--- src/rtl/flight_cmd_sequencer.sv ---
// Command sequencer driving the shared one-hot mode/position selectors for the axis datapath.
// Accepts CLEAR/ATTACK/DEFENSE/STEALTH/WARP commands and enforces a warp cooldown.
module flight_cmd_sequencer #(
  parameter int unsigned LEN_W         = 8,
  parameter int unsigned WARP_COOLDOWN = 16
) (
  input  logic             clk,
  input  logic             rst,
  input  logic             cmd_valid,
  output logic             cmd_ready,
  input  logic [2:0]       cmd_op,
  input  logic [LEN_W-1:0] cmd_len,
  input  logic             cmd_abort,
  output logic [3:0]       mode_selector,
  output logic [3:0]       pos_selector,
  output logic             done,
  output logic             err,
  output logic             cooldown_active
);

  localparam int unsigned CD_W = $clog2(WARP_COOLDOWN + 1);

  localparam logic [3:0] MODE_ZERO = 4'b0001;
  localparam logic [3:0] POS_CLEAR = 4'b0001;
  localparam logic [3:0] POS_INTG  = 4'b0010;
  localparam logic [3:0] POS_WARP  = 4'b0100;

  typedef enum logic [1:0] {
    S_ZERO,
    S_IDLE,
    S_RUN,
    S_WARP
  } state_t;

  typedef enum logic [2:0] {
    OP_CLEAR   = 3'd0,
    OP_ATTACK  = 3'd1,
    OP_DEFENSE = 3'd2,
    OP_STEALTH = 3'd3,
    OP_WARP    = 3'd4
  } op_t;

  state_t           r_state, w_state;
  logic [3:0]       r_mode, w_mode;
  logic [LEN_W-1:0] r_run_cnt, w_run_cnt;
  logic [CD_W-1:0]  r_cd_cnt, w_cd_cnt;
  logic             w_done, w_err;
  logic [3:0]       w_mode_sel, w_pos_sel;

  always_comb begin
    w_state   = r_state;
    w_mode    = r_mode;
    w_run_cnt = r_run_cnt;
    w_cd_cnt  = (r_cd_cnt != '0) ? r_cd_cnt - 1'b1 : '0;
    w_done    = 1'b0;
    w_err     = 1'b0;

    case (r_state)
      S_ZERO: w_state = S_IDLE;
      S_IDLE: begin
        if (cmd_valid) begin
          case (cmd_op)
            OP_CLEAR: w_state = S_ZERO;
            OP_ATTACK, OP_DEFENSE, OP_STEALTH: begin
              w_state   = S_RUN;
              w_run_cnt = (cmd_len == '0) ? LEN_W'(1) : cmd_len;
              w_mode    = 4'b0001 << cmd_op;
            end
            OP_WARP: begin
              if (r_cd_cnt != '0) begin
                w_err = 1'b1;
              end else begin
                w_state  = S_WARP;
                w_cd_cnt = CD_W'(WARP_COOLDOWN);
              end
            end
            default: w_err = 1'b1;
          endcase
        end
      end
      S_RUN: begin
        // abort takes priority over a coinciding final count
        if (cmd_abort) begin
          w_state = S_IDLE;
        end else if (r_run_cnt <= LEN_W'(1)) begin
          w_state = S_IDLE;
          w_done  = 1'b1;
        end else begin
          w_run_cnt = r_run_cnt - 1'b1;
        end
      end
      S_WARP:  w_state = S_IDLE;
      default: w_state = S_ZERO;
    endcase

    // outputs are decoded from the next state so they can be registered
    w_mode_sel = MODE_ZERO;
    w_pos_sel  = POS_INTG;
    case (w_state)
      S_ZERO:  w_pos_sel  = POS_CLEAR;
      S_RUN:   w_mode_sel = w_mode;
      S_WARP:  w_pos_sel  = POS_WARP;
      default: w_pos_sel  = POS_INTG;
    endcase
  end

  always_ff @(posedge clk) begin
    if (rst) begin
      r_state         <= S_ZERO;
      r_mode          <= MODE_ZERO;
      r_run_cnt       <= '0;
      r_cd_cnt        <= '0;
      cmd_ready       <= 1'b0;
      mode_selector   <= MODE_ZERO;
      pos_selector    <= POS_CLEAR;
      done            <= 1'b0;
      err             <= 1'b0;
      cooldown_active <= 1'b0;
    end else begin
      r_state         <= w_state;
      r_mode          <= w_mode;
      r_run_cnt       <= w_run_cnt;
      r_cd_cnt        <= w_cd_cnt;
      cmd_ready       <= (w_state == S_IDLE);
      mode_selector   <= w_mode_sel;
      pos_selector    <= w_pos_sel;
      done            <= w_done;
      err             <= w_err;
      cooldown_active <= (w_cd_cnt != '0);
    end
  end

endmodule

--- config.mk ---
export PLATFORM = sky130hd
export DESIGN_NAME = flight_cmd_sequencer
export DESIGN_NICKNAME = d
export VERILOG_FILES = /design/src/rtl/flight_cmd_sequencer.sv
export SDC_FILE = /design/constraint.sdc
export NUM_CORES = 1
export LEC_CHECK = 0
export ABC_AREA = 1
export CAP_MARGIN = 10
export CORE_MARGIN = 5
export CORE_UTILIZATION = 54
export CTS_BUF_LIST = sky130_fd_sc_hd__clkbuf_4
export DETAILED_ROUTE_END_ITERATION = 8
export PLACE_DENSITY = 0.89
export SLEW_MARGIN = 15
export SYNTH_ARGS = -nofsm -noshare
export SYNTH_HDL_FRONTEND = slang
export SYNTH_SLANG_ARGS = --single-unit
--- constraint.sdc ---
create_clock -name clk -period 2.1 [get_ports clk]
set_input_delay 0.315 -clock clk [delete_from_list [all_inputs] [get_ports clk]]
set_output_delay 0.315 -clock clk [all_outputs]
set_load 0.05 [all_outputs]
==> out/qor.csv, run 1 <==
stage,metric,value,unit
floorplan,initial_core_util,0.5704,
timing,rsz0062_at_grt,yes,
logic_synthesis,synth_top_area_cell,dfxtp_1,
logic_synthesis,syn_inst,226,
power,powerDensity,928.1,nW/um^2
detailed_routing,dr.pass1.iters,4,
cts,cts_sinks,30,
logic_synthesis,synth_fp_nets,251,
global_routing,grt_max_degree,20,
floorplan,fp.dieH,64.21,um
cells_and_area,layout_common_cells,"nor2_1 (42), nand2_1 (40), inv_1 (32), dfxtp_1 (30), clkdlybuf4s50_1 (25)",
cts,numCtsBuffers,5,
min_path,min_path_type,reg2reg,
power,total_power,1.824,mW
logic_synthesis,syn_avg_cell_area,7.020,sq um
setup_path,cp-end-kind,flip-flop,
place,place_area,1912,sq um
floorplan,die-area,4122,sq um
timing,slew_headroom,0.6567,
detailed_routing,drc,0,
floorplan,io_pins,27,
cts,clk_path_buf_depth,2,
setup_path,required,2.33,ns
global_routing,track_usage,0.1840,
timing,fin_skew,0.008636,ns
logic_synthesis,synth.top_cell.area_share,0.3785,
power,peakVddDrop,924.4,uV
detailed_routing,ant_nets,0,
logic_synthesis,seq_area_frac_synth,0.3785,
power,leakage,0.8971,nW
detailed_routing,viasPerCell,4.990,
detailed_routing,detail_route.wl_per_cell,11.99,um
cells_and_area,nFillCells,223,
cells_and_area,fin_nets,287,
cells_and_area,drive_gt1_frac,0.1141,
timing,fmax,508.8,MHz
setup_path,crit_fanout,4,
setup_path,worstSetupPathType,reg2reg,
timing,hold_viol_final,0,
place,place.port_buffers,25,
global_routing,antenna_found_initial,0,
floorplan,core_area,2781,sq um
logic_synthesis,synth-seq-cells,30,
timing,setup_viol,0,
timing,slew_viol_final,0,
global_routing,gr-total-overflow,0,
cells_and_area,final_common_cell,nor2_1,
cts,cts_resized,0,
detailed_routing,num_vias,1467,
cells_and_area,insertedDiodeCount,0,
place,routabilityCongestion,0.8696,
global_routing,first_global_vias,1424,
floorplan,die_x,64.21,um
setup_path,crit_arrival,2.19,ns
timing,fin_crit_sh,0.9359,
cts,clockRootBuffer,clkbuf_4,
run,maxCapViolCount,0,
setup_path,reg2reg_slack,0.13,ns
cells_and_area,design_area,1966,sq um
timing,tightest_slew,0.5133,ns
timing,fin_crit,1.965,ns
cts,htree_levels,2,
logic_synthesis,yosysWarningCount,0,
cts,postCtsHoldBufs,0,
logic_synthesis,synth.cell_area,1587,sq um
logic_synthesis,yosysUniqueCellTypes,32,
setup_path,startpoint_type,flip-flop,
place,dp_hpwl,2.694,mm
cts,cts_setup_buffers,0,
detailed_routing,routed_wl,3.525,mm
floorplan,rows,19,
logic_synthesis,synthTopCellsByArea,"dfxtp_1 (38%), nor2_1 (9.9%), nand2_1 (9.5%)",
detailed_routing,detail_route.iter0.violations,47,
cts,clkTransAtPathRegs,0.10,ns
cells_and_area,area_growth,23.90,%
cts,clk_latency,0.33,ns
global_routing,grt_pass1_wl,6.092,mm
cts,tritoncts,yes,
outcome,status,completed,
per-layer routing:
layer / vias up / routed length [um] / global-route usage
met1: 654 / 1508 / 0.2253
met3: 7 / 159 / 0.04378
met2: 25 / 1780 / 0.3153
met5: - / 0 / 0
met4: 0 / 76 / 0.06107
li1: 781 / - / -
flip-flops by register name, summed over array words and instances (netlist names):
signal	cells
cmd_ready	1
err	1
cooldown_active	1
pos_selector	3
r_cd_cnt	5
mode_selector	4
done	1
r_mode	4
r_run_cnt	8
r_state	2
worst max-delay path, stage by stage (launching register included):
cell      delay, ns
dfxtp_1        0.35
inv_1          0.10
ha_1           0.20
nor2_1         0.06
nor2_1         0.17
nand3_1        0.14
nand3b_1       0.12
nand2_1        0.05
nand2_1        0.11
inv_1          0.09
ha_1           0.20
or2_2          0.27
path summary, 6_finish.rpt:
| path | end | start | cells after the start |
|---|---|---|---|
| hold reg to reg | r_cd_cnt[0]$_SDFF_PP0_ | r_cd_cnt[0]$_SDFF_PP0_ | 1 |
| hold / removal | r_cd_cnt[0]$_SDFF_PP0_ | r_cd_cnt[0]$_SDFF_PP0_ | 1 |
| setup reg to reg | pos_selector[0]$_SDFF_PP1_ | r_run_cnt[0]$_SDFFE_PP0P_ | 11 |
| setup / recovery | pos_selector[0]$_SDFF_PP1_ | r_run_cnt[0]$_SDFFE_PP0P_ | 11 |
synthesized netlist by cell type (all sizes together):
cell and count:
dfxtp 30, a21oi 10, nand4 2, nand3b 1, ha 10, xor2 1, o21ai 17, nor4 2
nor3 3, o311ai 1, a22oi 1, inv 33, nor2 45, clkbuf 2, buf 3, o22ai 1
xnor2 1, conb 1, a21boi 1, nand3 16, nand2 43, or2 2
metrics by stage:
stage | utilization | worst slack, ns | hold WS [ns] | cells | TNS [ns]
global route | 0.7067 | -0.002368 | 0.4400 | 294 | -0.002368
detailed placement | 0.6874 | -0.1030 | 0.4114 | 286 | -0.3380
CTS | 0.7067 | 0.1083 | 0.4248 | 294 | 0
global placement | 0.6874 | 0.01567 | 0.3972 | 286 | 0
floorplan | - | 0.3550 | 0.3915 | 226 | 0
finish | 0.7067 | 0.1347 | 0.4212 | 294 | 0
power by group:
group	switching, mW	total, mW	leakage (nW)	internal, mW
Combinational	0.490	0.784	0.623	0.295
Clock	0.208	0.332	0.0286	0.124
Sequential	0.0501	0.707	0.245	0.657
cell families (layout without fill, tap and decap cells):
group	count (synthesis)	in the layout	share of synthesized area
buffers and inverters	38	75	0.09779
DFF	30	30	0.3786
other	1	1	0.002364
and+or+nand+nor	114	114	0.3202
xor gates and xnor gates	2	2	0.01104
adders and majority gates	10	10	0.07886
AOI/OAI and AO/OA	31	31	0.1112
cell type report:
cell class / instances / area [sq um] / area share
clock buffer: 5 / 37.54 / 0.01910
clock inverter: 3 / 16.27 / 0.008275
inverter: 33 / 123.9 / 0.06302
multi-input combinational: 158 / 830.8 / 0.4227
sequential: 30 / 600.6 / 0.3055
tap: 31 / 38.79 / 0.01973
timing repair buffer: 34 / 317.8 / 0.1617
(Power assumes the default switching activity.)
==> run 2, diff against run 1 <==
--- a/config.mk
+++ b/config.mk
@@ -7,6 +7,7 @@
 export LEC_CHECK = 0
 export ABC_AREA = 1
 export CAP_MARGIN = 10
+export CORE_ASPECT_RATIO = 0.5
 export CORE_MARGIN = 5
 export CORE_UTILIZATION = 54
 export CTS_BUF_LIST = sky130_fd_sc_hd__clkbuf_4
==> run 2 against run 1 <==
  * Maximum frequency grew 2.6%
  * Largest power group unchanged
  * Non-clock buffer count is 3 lower
  * Wire length decreased by 0.17%
  * Register-to-register slack improved by 0.05 ns
  * Critical path depth unchanged
  * Global-route usage fell by 1.0 points
  * Combinational power shrank 2%
  * Setup slack better by 0.049 ns
  * Sequential power about the same
==> out/qor.csv, run 2 (synthesis gave the netlist of run 1 again) <==
stage,metric,value,unit,change
outcome,status,completed,,
setup_path,crit_arrival,2.14,ns,-0.05 ns
global_routing,first_global_vias,1394,,-2.1%
run,maxCapViolCount,0,,unchanged
floorplan,rows,13,,-6
floorplan,die-area,4188,sq um,+1.6%
cts,htree_levels,2,,unchanged
cts,clockRootBuffer,clkbuf_4,,
cts,tritoncts,yes,,
timing,fin_skew,0.01101,ns,+0.002374 ns
cells_and_area,fin_nets,284,,-1.0%
cts,numCtsBuffers,5,,unchanged
global_routing,grt_max_degree,14,,-30%
power,powerDensity,924.9,nW/um^2,-0.34%
cells_and_area,final_common_cell,nor2_1,,
detailed_routing,dr.pass1.iters,4,,unchanged
detailed_routing,num_vias,1481,,+0.95%
timing,rsz0062_at_grt,no,,
cells_and_area,top_regs,"r_run_cnt (8), r_cd_cnt (5)",,
cts,clkTransAtPathRegs,0.10,ns,about the same
timing,fin_crit_sh,0.9123,,-0.02356
place,routabilityCongestion,0.8185,,-5.9%
timing,slew_viol_final,0,,unchanged
timing,fmax,522.0,MHz,+2.6%
power,total_power,1.808,mW,-0.91%
setup_path,worstSetupPathType,reg2reg,,
global_routing,gr-total-overflow,0,,unchanged
cts,cts_sinks,30,,unchanged
floorplan,initial_core_util,0.5876,,+0.01718
cts,cts_resized,0,,unchanged
setup_path,cp-end-kind,flip-flop,,
min_path,min_path_type,reg2reg,,
cells_and_area,largest_reg_flops,8,,unchanged
cells_and_area,regMostFlops,r_run_cnt,,
cells_and_area,insertedDiodeCount,0,,unchanged
floorplan,io_pins,27,,unchanged
power,peakVddDrop,529.0,uV,-43%
detailed_routing,drc,0,,unchanged
cts,postCtsHoldBufs,0,,unchanged
floorplan,die_x,86.66,um,+35%
timing,fin_crit,1.916,ns,-0.04947 ns
power,leakage,0.8825,nW,-1.6%
setup_path,crit_fanout,3,,-1
timing,tightest_slew,0.5095,ns,-0.003790 ns
place,dp_hpwl,2.634,mm,-2.2%
place,place.port_buffers,25,,unchanged
detailed_routing,detail_route.wl_per_cell,11.85,um,-1.2%
setup_path,startpoint_type,flip-flop,,
detailed_routing,viasPerCell,4.987,,about the same
cts,cts_setup_buffers,0,,unchanged
floorplan,core_area,2700,sq um,-2.9%
global_routing,grt_pass1_wl,5.885,mm,-3.4%
cells_and_area,drive_gt1_frac,0.1115,,-0.002530
cts,clk_path_buf_depth,2,,unchanged
detailed_routing,routed_wl,3.519,mm,-0.17%
cells_and_area,layout_common_cells,"nor2_1 (41), nand2_1 (40), inv_1 (32), dfxtp_1 (29), clkdlybuf4s50_1 (25)",,
timing,slew_headroom,0.6593,,+0.002534
setup_path,required,2.32,ns,about the same
global_routing,track_usage,0.1736,,-0.01038
global_routing,antenna_found_initial,0,,unchanged
detailed_routing,ant_nets,0,,unchanged
timing,hold_viol_final,0,,unchanged
timing,tns,0,ns,unchanged
timing,setup_viol,0,,unchanged
floorplan,fp.dieH,48.33,um,-25%
detailed_routing,detail_route.iter0.violations,69,,+47%
cts,clk_latency,0.32,ns,about the same
cells_and_area,area_growth,23.19,%,
-- run 2: where the power goes --
part / leakage, nW / total (mW) / internal, mW / switching [mW]
Sequential: 0.246 / 0.710 / 0.658 / 0.0522
Clock: 0.0286 / 0.331 / 0.124 / 0.207
Combinational: 0.608 / 0.766 / 0.275 / 0.491
Total: 0.883 / 1.81 / 1.06 / 0.751
-- run 2: layout make-up --
type	count	area (sq um)
clock buffers	5	37.54
clock inverters	3	16.27
fillers	234	745.7
inverters	33	123.9
multi-input cells	158	833.3
flip-flops and latches	30	601.8
well taps	37	46.29
repair buffers	31	295.3
-- run 2: metal layers --
| metal | track usage | wire length, um |
|---|---|---|
| met1 | 0.1909 | 1541 |
| met2 | 0.3198 | 1754 |
| met3 | 0.04890 | 190 |
| met4 | 0.05699 | 32 |
| met5 | 0 | 0 |
-- run 2: final timing paths --
| check | slack, ns | cells after the start | endpoint | startpoint |
|---|---|---|---|---|
| setup / recovery | 0.18 | 11 | pos_selector[0]$_SDFF_PP1_ | r_run_cnt[1]$_SDFFE_PP0P_ |
| hold / removal | 0.42 | 1 | r_cd_cnt[0]$_SDFF_PP0_ | r_cd_cnt[0]$_SDFF_PP0_ |
| setup reg to reg | 0.18 | 11 | pos_selector[0]$_SDFF_PP1_ | r_run_cnt[1]$_SDFFE_PP0P_ |
| hold reg to reg | 0.42 | 1 | r_cd_cnt[0]$_SDFF_PP0_ | r_cd_cnt[0]$_SDFF_PP0_ |
-- run 2: critical path, stage by stage (launching register included) --
cell and delay, ns:
dfxtp_1 0.34, inv_1 0.10, ha_1 0.22, nor2_1 0.07
nor2_2 0.14, nand3_1 0.12, nand3b_1 0.12, nand2_1 0.06
nand2_1 0.11, inv_1 0.09, ha_1 0.19, or2_2 0.26
-- run 2: per-stage QoR --
step / util / cells / area [sq um] / hold WS [ns] / setup WS (ns)
2_1_floorplan: - / 226 / 1587 / 0.3915 / 0.3550
3_3_place_gp: 0.7025 / 289 / 1897 / 0.4008 / 0.09887
3_5_place_dp: 0.7025 / 289 / 1897 / 0.4063 / 0.01531
4_1_cts: 0.7224 / 297 / 1951 / 0.4213 / 0.09770
5_1_grt: 0.7238 / 297 / 1954 / 0.4527 / 0.01001
6_report: 0.7238 / 297 / 1954 / 0.4187 / 0.1841
==> run 3, diff against run 2 <==
--- a/config.mk
+++ b/config.mk
@@ -12,6 +12,7 @@
 export CORE_UTILIZATION = 54
 export CTS_BUF_LIST = sky130_fd_sc_hd__clkbuf_4
 export DETAILED_ROUTE_END_ITERATION = 8
+export GPL_ROUTABILITY_DRIVEN = 0
 export PLACE_DENSITY = 0.89
 export SLEW_MARGIN = 15
 export SYNTH_ARGS = -nofsm -noshare
==> results of run 3 <==
The final DEF is identical to that of run 2; final timing and power are the same.
